==> config.mk <==
export PLATFORM = sky130hd
export DESIGN_NAME = regfile_mp
export DESIGN_NICKNAME = d
export VERILOG_FILES = /design/src/rtl/regfile_mp_pkg.sv /design/src/rtl/regfile_mp_scoreboard.sv /design/src/rtl/regfile_mp.sv
export SDC_FILE = /design/constraint.sdc
export NUM_CORES = 1
export LEC_CHECK = 0
export CAP_MARGIN = 20
export CELL_PAD_IN_SITES_DETAIL_PLACEMENT = 0
export CELL_PAD_IN_SITES_GLOBAL_PLACEMENT = 1
export CORE_MARGIN = 1.5
export CORE_UTILIZATION = 49
export CTS_CLUSTER_SIZE = 8
export DETAILED_ROUTE_END_ITERATION = 10
export PLACE_DENSITY = 0.8
export REMOVE_ABC_BUFFERS = 1
export SYNTH_ARGS = -nofsm -noshare
export SYNTH_HDL_FRONTEND = slang
export SYNTH_SLANG_ARGS = --single-unit
==> constraint.sdc <==
create_clock -name clk -period 3.24 [get_ports clk]
set_input_delay 0.486 -clock clk [delete_from_list [all_inputs] [get_ports clk]]
set_output_delay 0.486 -clock clk [all_outputs]
set_load 0.02 [all_outputs]
==> src/rtl/regfile_mp_pkg.sv <==
// Shared definitions for the multi-port register file: default sizes and
// the sweep FSM state encoding.
package regfile_mp_pkg;

    // Default geometry of the MIPS register file.
    localparam int ADDR_SIZE_DEF = 5;
    localparam int WORD_SIZE_DEF = 32;
    localparam int RD_PORTS_DEF  = 2;

    // Feature switches: hardwired r0 and write-to-read forwarding.
    localparam int ZERO_REG_DEF  = 1;
    localparam int BYPASS_DEF    = 1;

    // CLEAR: storage is being swept to zero, the file is not usable.
    // READY: normal read/write operation.
    typedef enum logic {
        ST_CLEAR = 1'b0,
        ST_READY = 1'b1
    } state_t;

endpackage

==> src/rtl/regfile_mp_scoreboard.sv <==
// Pending-write scoreboard: one bit per register, set when a load is issued
// (pend_set in decode) and cleared when writeback writes the register.
// The lookup outputs are the raw bits; the top masks them for forwarding.
module regfile_mp_scoreboard
    import regfile_mp_pkg::*;
#(
    parameter int ADDR_SIZE = ADDR_SIZE_DEF,
    parameter int RD_PORTS  = RD_PORTS_DEF,
    parameter int ZERO_REG  = ZERO_REG_DEF
) (
    input  logic                          clk,
    input  logic                          rst,
    input  logic                          flush,
    input  logic                          set_en,
    input  logic [ADDR_SIZE-1:0]          set_addr,
    input  logic                          clr_en,
    input  logic [ADDR_SIZE-1:0]          clr_addr,
    input  logic [RD_PORTS*ADDR_SIZE-1:0] rd_addr,
    output logic [RD_PORTS-1:0]           lookup
);

    localparam int DEPTH = 1 << ADDR_SIZE;

    logic [DEPTH-1:0] pend_q;
    logic [DEPTH-1:0] pend_d;
    logic             set_allowed;

    // r0 never has a producer to wait for when it is hardwired.
    assign set_allowed = set_en && !((ZERO_REG != 0) && (set_addr == '0));

    // Next pend vector: clear first so a same-address set in the same
    // cycle wins; a flush overrides everything.
    always_comb begin
        pend_d = pend_q;
        if (clr_en) begin
            pend_d[clr_addr] = 1'b0;
        end
        if (set_allowed) begin
            pend_d[set_addr] = 1'b1;
        end
        if (flush) begin
            pend_d = '0;
        end
    end

    // Pend vector register, emptied by reset.
    always_ff @(posedge clk or posedge rst) begin
        if (rst) begin
            pend_q <= '0;
        end else begin
            pend_q <= pend_d;
        end
    end

    // Per-port lookup of the stored pend bit.
    for (genvar i = 0; i < RD_PORTS; i++) begin : g_lookup
        assign lookup[i] = pend_q[rd_addr[i*ADDR_SIZE +: ADDR_SIZE]];
    end

endmodule

==> src/rtl/regfile_mp.sv <==
// Multi-read-port register file for the MIPS core. Combinational read ports,
// one synchronous write port, write-to-read bypass, hardwired r0, a
// pending-write scoreboard for load-use interlock, and a sweep FSM that
// zeroes storage after reset or a soft clear.
//
// Handshake: there is no per-transfer valid/ready. busy is the inverse of
// "ready": while busy=1 every request (wr_en, pend_set, clr) is dropped and
// all read outputs are 0; while busy=0 every request is accepted in the
// cycle it is presented, with no backpressure.
module regfile_mp
    import regfile_mp_pkg::*;
#(
    parameter int ADDR_SIZE = ADDR_SIZE_DEF,
    parameter int WORD_SIZE = WORD_SIZE_DEF,
    parameter int RD_PORTS  = RD_PORTS_DEF,
    parameter int ZERO_REG  = ZERO_REG_DEF,
    parameter int BYPASS    = BYPASS_DEF
) (
    input  logic                          clk,
    input  logic                          rst,
    input  logic                          clr,
    output logic                          busy,
    input  logic [RD_PORTS*ADDR_SIZE-1:0] rd_addr,
    output logic [RD_PORTS*WORD_SIZE-1:0] rd_data,
    output logic [RD_PORTS-1:0]           rd_pend,
    input  logic                          wr_en,
    input  logic [ADDR_SIZE-1:0]          wr_addr,
    input  logic [WORD_SIZE-1:0]          wr_data,
    input  logic                          pend_set,
    input  logic [ADDR_SIZE-1:0]          pend_addr
);

    localparam int                   DEPTH     = 1 << ADDR_SIZE;
    localparam logic [ADDR_SIZE-1:0] LAST_ADDR = {ADDR_SIZE{1'b1}};

    // Sweep FSM state and pointer.
    state_t               state_q;
    state_t               state_d;
    logic [ADDR_SIZE-1:0] ptr_q;
    logic [ADDR_SIZE-1:0] ptr_d;

    // Decoded FSM controls.
    logic ready;
    logic sweep_we;
    logic flush;

    // Qualified requests seen by storage and scoreboard.
    logic wr_accept;
    logic wr_commit;
    logic pend_accept;

    logic [WORD_SIZE-1:0] regs [DEPTH];
    logic [RD_PORTS-1:0]  sb_lookup;

    // State register: reset (and any reset mid-sweep) restarts the sweep at 0.
    always_ff @(posedge clk or posedge rst) begin
        if (rst) begin
            state_q <= ST_CLEAR;
            ptr_q   <= '0;
        end else begin
            state_q <= state_d;
            ptr_q   <= ptr_d;
        end
    end

    // Next state and controls: CLEAR walks every address once, READY waits
    // for a soft clear request.
    always_comb begin
        state_d  = state_q;
        ptr_d    = ptr_q;
        ready    = 1'b0;
        sweep_we = 1'b0;
        flush    = 1'b0;
        case (state_q)
            ST_CLEAR: begin
                sweep_we = 1'b1;
                ptr_d    = ptr_q + 1'b1;
                if (ptr_q == LAST_ADDR) begin
                    state_d = ST_READY;
                    ptr_d   = '0;
                end
            end
            ST_READY: begin
                ready = 1'b1;
                if (clr) begin
                    state_d = ST_CLEAR;
                    ptr_d   = '0;
                    flush   = 1'b1;
                end
            end
            default: begin
                state_d = ST_CLEAR;
                ptr_d   = '0;
            end
        endcase
    end

    assign busy = ~ready;

    // A clear request in READY wins over a write presented in the same cycle.
    assign wr_accept   = ready && wr_en && !clr;
    assign pend_accept = ready && pend_set && !clr;
    // Writes to a hardwired r0 never reach storage.
    assign wr_commit   = wr_accept && !((ZERO_REG != 0) && (wr_addr == '0));

    // Storage: the sweep owns the write port in CLEAR, writeback in READY.
    // Deliberately no reset; the sweep is the only initialisation.
    always_ff @(posedge clk) begin
        if (sweep_we) begin
            regs[ptr_q] <= '0;
        end else if (wr_commit) begin
            regs[wr_addr] <= wr_data;
        end
    end

    regfile_mp_scoreboard #(
        .ADDR_SIZE (ADDR_SIZE),
        .RD_PORTS  (RD_PORTS),
        .ZERO_REG  (ZERO_REG)
    ) u_scoreboard (
        .clk      (clk),
        .rst      (rst),
        .flush    (flush),
        .set_en   (pend_accept),
        .set_addr (pend_addr),
        .clr_en   (wr_accept),
        .clr_addr (wr_addr),
        .rd_addr  (rd_addr),
        .lookup   (sb_lookup)
    );

    // Read ports: r0 forcing has top priority, then same-cycle forwarding,
    // then storage. Everything reads as 0 while the sweep runs.
    for (genvar i = 0; i < RD_PORTS; i++) begin : g_rd
        logic [ADDR_SIZE-1:0] addr;
        logic                 zero_hit;
        logic                 fwd;

        assign addr     = rd_addr[i*ADDR_SIZE +: ADDR_SIZE];
        assign zero_hit = (ZERO_REG != 0) && (addr == '0);
        assign fwd      = (BYPASS != 0) && ready && wr_en && (wr_addr == addr);

        assign rd_data[i*WORD_SIZE +: WORD_SIZE] =
            (!ready || zero_hit) ? '0      :
            fwd                  ? wr_data :
                                   regs[addr];

        // A forwarded value is already the producer's result, so no stall.
        assign rd_pend[i] = ready && !fwd && sb_lookup[i];
    end

endmodule

=== Yosys cells after proc, flatten, opt, wreduce, memory -nomap -nowiden ===
Memories as Yosys holds them, arrays and structs flattened.
Cells that the tools add are included.

* Bits in writable memories: 1,024
* Word-level logic and storage cells: 78
* Memories: 1
* Flip-flop bits (word level): 38

{| class="wikitable"
|+ Memories
! memory !! words !! width !! rd ports !! clocked after Yosys merged registers in !! write ports !! RTL line !! text
|-
| regs || 32 || 32 || 2 || 0 || 1 || regfile_mp.sv:52 || <nowiki>logic [WORD_SIZE-1:0] regs [DEPTH];</nowiki>
|}

* Reduce and logical (&&, ||, !) cells: 27
* Order comparisons: 6
* Mux-type cells: 31
* Bitwise operators: 5
* $add $sub $neg: 1
* Eq/ne operators: 4

{| class="wikitable"
|+ Operators with widths
! operator !! number
|-
| $mux 32 || 8
|-
| $and 32x32->32 || 1
|-
| $not 32->32 || 1
|-
| $or 32x32->32 || 1
|-
| $reduce_or 32->1 || 1
|-
| $lt 5x6->1 const B || 4
|-
| $logic_not 5->1 || 4
|-
| $mux 5 || 3
|-
| $logic_and 1x1->1 || 14
|-
| $mux 1 || 14
|-
| $bmux 1 s5 || 2
|-
| $demux 1 s5 || 2
|-
| $eq 5x5->1 || 2
|-
| $ge 5x1->1 const B || 2
|-
| $pmux 5 s2 || 1
|-
| $logic_not 1->1 || 6
|-
| $add 5x1->5 const B || 1
|-
| $eq 5x5->1 const B || 1
|-
| $logic_or 1x1->1 || 2
|-
| $ne 2x2->1 const B || 1
|-
| $not 1->1 || 2
|-
| $pmux 1 s2 || 1
|}

=== Logic depth before layout (Yosys ltp) ===
* Depth after elaboration: 10
* Depth in mapped cells: 10
* Depth with buffers taken out: 5

=== By module ===
From an unflattened synthesis, not the netlist that was laid out.

* Cell total of the unflattened synthesis: 2,989
* Area, all modules: 50,963.9 µm²

{| class="wikitable"
|+ By module, submodules not included
! module !! area each (µm²) !! seq. area each (µm²) !! cells an instance !! instances
|-
| regfile_mp || 48,873.1 || 30,899.6 || 2,745 || 1
|-
| regfile_mp_scoreboard || 2,090.8 || 800.8 || 244 || 1
|}

=== Worst setup path before layout ===
Ideal clock, no wire load.

* Path type: input-to-reg
* From: input port wr_addr[3]
* To: memory regs[13][0] in the netlist's numbering, enable pin
* Stages on the path: 6
* Library setup time: 421 ps
* Arrival time: 3,171 ps
* Setup slack: -352 ps
* Cell sequence: clkbuf_1 > or3_1 > clkbuf_1 > o31ai_2 > a32oi_1 > nor2_1

* Cells in the longest elaborated chain, start to end: 8
* Elaborated cells between the ends (all ways): 9
* Those cells by class: mux (5); reduce/logical (4)

{| class="wikitable"
|+ Ends and longest elaborated chain
! item !! RTL line !! text
|-
| from (decl) || regfile_mp.sv:27 || <nowiki>input logic [ADDR_SIZE-1:0] wr_addr,</nowiki>
|-
| $logic_not 5->1 || regfile_mp.sv:104 || <nowiki>assign wr_commit = wr_accept && !((ZERO_REG != 0) && (wr_addr == '0));</nowiki>
|-
| $logic_not 1->1 || regfile_mp.sv:104 ||
|-
| $logic_and 1x1->1 || regfile_mp.sv:104 ||
|-
| $mux 1 || regfile_mp.sv:111 || <nowiki>end else if (wr_commit) begin</nowiki>
|-
| $mux 1 || regfile_mp.sv:109 || <nowiki>if (sweep_we) begin</nowiki>
|-
| $mux 1 (not written as such) || regfile_mp.sv:112 || <nowiki>regs[wr_addr] <= wr_data;</nowiki>
|-
| $reduce_or 32->1 (no line) || -- ||
|-
| $mux 5 (no line) / $mux 1 (equally long branches) || -- ||
|-
| to (decl) || regfile_mp.sv:52 ||
|}

Several ways; a longest one is shown, not always the timed one.

=== Final worst setup path ===
* From: register state_q
* To: output port rd_data[39]

* Cells in the longest elaborated chain, start to end: 5
* Elaborated cells between the ends (all ways): 7
* Those cells by class: mux (3); reduce/logical (4)

{| class="wikitable"
|+ Ends and longest elaborated chain
! item !! RTL line !! text
|-
| from (decl) || regfile_mp.sv:37 || <nowiki>state_t state_q;</nowiki>
|-
| from (signal assigned) || regfile_mp.sv:61 || <nowiki>state_q <= state_d;</nowiki>
|-
| $mux 1 (*) || regfile_mp.sv:74 || <nowiki>case (state_q)</nowiki>
|-
| $logic_and 1x1->1 (2 in series) || regfile_mp.sv:141 || <nowiki>assign fwd = (BYPASS != 0) && ready && wr_en && (wr_addr == addr);</nowiki>
|-
| $mux 32 || regfile_mp.sv:145 || <nowiki>fwd ? wr_data :</nowiki>
|-
| $mux 32 (*) || regfile_mp.sv:144 || <nowiki>(!ready || zero_hit) ? '0 :</nowiki>
|-
| to (decl) || regfile_mp.sv:24 || <nowiki>output logic [RD_PORTS*WORD_SIZE-1:0] rd_data,</nowiki>
|}

Mark *: on every way between the ends. The rest lies on a longest branch, timed or not.

==> reports/results.ini <==
[yosys]
synth_area_mm2=0.0509
synth_edf_count=1024
yosysWarnings=0
ys_top_cells_by_area=edfxtp_1, mux4_2, mux2i_1, a221oi_1, dfrtp_1
yosysMostFrequentCell=edfxtp_1
yosys-top-cells-count=edfxtp_1, mux4_2, mux2i_1
synth_top_area_frac=0.604
syn-mean-instance-area_um2=18.2
synth-seq-cells=1062
syn-instance-count=2789
yosysUniqueCellTypes=56
ys_async_sr_fraction=0.0358
synth-seq-area-share=0.623
synth_largest_area_cell=edfxtp_1
synthFlopType=edfxtp_1

[outcome]
violations=negative setup slack
status=finished with violations

[setup_path]
reg2reg_slack_ns=0.54
cp.required_ns=2.75
reg2reg_from=state_q$_DFF_PP0_
cp.arrival_ns=2.81
path_buf_inv=7
reg2reg_to=regs[12][8]$_DFFE_PP_
rr_worst_depth=7
end_kind=primary output
start_kind=flip-flop
crit_type=reg2out
critPathMostFrequentCell=buf_6
slowest_delay_ns=0.36
critical_path.top_delay_family=buffers and inverters
worstPathCellList=buf_4 -> buf_6 -> nand3_4 -> buf_6 -> o311ai_4 -> buf_6 -> buf_12 -> buf_8 -> a21oi_1 -> a221o_1 -> buf_6
cp_max_fo=4
slowest_stage=dfrtp_2

[die]
core_mm2=0.103
io_pins=124
die_area_mm2=0.106
die_x_um=325
die_y_um=325
initial_core_util=0.493
fp-row-count=118

[grt]
grt-ovfl-total=0
grt_pass1_vias=34130
grt_util_all_layers=0.307
grt_pass1_wl_um=234000
grt_max_degree=47
antenna_found_initial=2

[clocking]
cts_sinks=1062
path_clk_slew_ns=0.05
clk_path_buf_depth=3
cts_hold_buf=0
clkLatencyLatePin_ns=0.76
root_buffer=clkbuf_16
cts_max_level=4
cts_buffers=151
cts_tree=done

[power_and_ir_drop]
p_int_w=0.0274
switching_share=0.269
p_seq_frac=0.445
p_clk_frac=0.376
powerDensity_mw_per_mm2=594
leakage_nw=23.3
ir_drop_v=0.000473
p_switching_w=0.0101
combPwrFrac=0.179

[sta]
finalHoldViolations=0
worst_slew_margin_rel=0.482
min_period_ns=3.29
finalSetupTns_ns=-0.325
max_freq_ghz=0.304
drv_slew=0
tightest_slew_ns=0.777
holdWs_ns=0.161
min_period_over_period=1.02
fin_ws_ns=-0.0542
setup_viol=12
rsz0062_at_grt=yes
finalClockSkew_ns=0.0350

[placed_design]
port_buffers=123
place_hpwl_um=102000
place_congestion=0.887
dpl_cell_area_mm2=0.0584

[route]
vias=33126
wire_per_inst_um=34.9
ant_nets=0
post-route-drc-count=0
drtIter0Drc=4576
routed_via_density=7.03
finalWirelength_um=164000
first_pass_iters=6

[final_layout]
num-fill-cells=7074
final_area_mm2=0.0632
syn2layout_area_growth_pct=24.2
nNetsFinal=3360
drive_gt1_frac=0.372

[worst_hold_path]
hold_path_class=in2async

[run]
drv_cap=0

## worst register-to-register path: cells and delay by family, from the launching register on
family,cells,cell delay (ns)
and+or+nand+nor,2,0.84
DFF,1,0.36
AOI/OAI and AO/OA,1,0.26
buffers and inverters,4,1.07
## kinds of logic after synthesis
logic type | synth area share
buf+inv | 0.0223
compound gates | 0.0720
xor+xnor | 0.00207
mux | 0.258
fa+ha+maj | 0.000492
flops | 0.623
simple gates | 0.0219
## stage by stage
stage / cells / power [W] / util / worst slack (ns)
after floorplan: 2559 / 0.0194 / - / -0.994
after global placement: 4477 / 0.0232 / 0.566 / -0.536
after detailed placement: 4477 / 0.0234 / 0.566 / -0.549
after CTS: 4679 / 0.0375 / 0.609 / -0.107
after global routing: 4710 / 0.0384 / 0.612 / -0.120
final: 4711 / 0.0375 / 0.612 / -0.0542
## routing by layer
layer,up-vias,wire length (um),track usage
met5,-,0,0
met4,0,8480,0.145
met3,459,18000,0.0761
met2,2370,78600,0.488
met1,17318,59400,0.400
li1,12979,-,-
## power groups by stage
stage / Clock (W) / Sequential [W] / Combinational, W
after global placement: 0 / 0.0168 / 0.00637
after CTS: 0.0142 / 0.0167 / 0.00659
after floorplan: 0 / 0.0168 / 0.00259
final: 0.0141 / 0.0167 / 0.00673
after detailed placement: 0 / 0.0169 / 0.00648
after global routing: 0.0147 / 0.0168 / 0.00692
## layout by cell type, fill, tap and decap left out, drive strengths merged, types with 51 or more instances in the layout
master,n
clkbuf,181
a21oi,65
mux2i,293
buf,522
nor2,51
a221oi,124
o21bai,62
a22oi,63
mux4,437
a221o,63
edfxtp,1024
nand2,108
## worst max path at each step
| stage | cells past startpoint | slack, ns | from | endpoint |
|---|---|---|---|---|
| floorplan | 5 | -0.99 | rd_addr[7] | rd_data[32] |
| global placement | 10 | -0.54 | wr_addr[0] | rd_data[7] |
| detailed placement | 10 | -0.55 | wr_addr[0] | rd_data[7] |
| CTS | 4 | -0.11 | regs[7][28]$_DFFE_PP_ | rd_data[60] |
| global route | 10 | -0.12 | state_q$_DFF_PP0_ | rd_data[3] |
| finish | 11 | -0.05 | state_q$_DFF_PP0_ | rd_data[39] |
## flip-flops by register name, summed over array words and instances, names as in the netlist
name and count:
regs 1024, u_scoreboard.pend_q 32, ptr_q 5, state_q 1
## timing repair
item | in CTS | in global routing
pin swaps | 8 | 9
gates cloned | 2 | 4
resized for setup | 233 | 74
endpoints found under the setup margin | 66 | 51
buffers inserted | 20 | 28
## layout make-up
class | instances | area (um^2) | area share
antenna | 2 | 5.00 | 0.0000792
clock buffer | 166 | 3900 | 0.0617
clock inverter | 15 | 219 | 0.00346
inverter | 12 | 48.8 | 0.000772
multi-input combinational | 1485 | 18500 | 0.292
sequential | 1062 | 31700 | 0.502
tap | 1380 | 1730 | 0.0273
timing repair buffer | 589 | 7130 | 0.113
No activity file was read; power rests on OpenSTA's default activity.
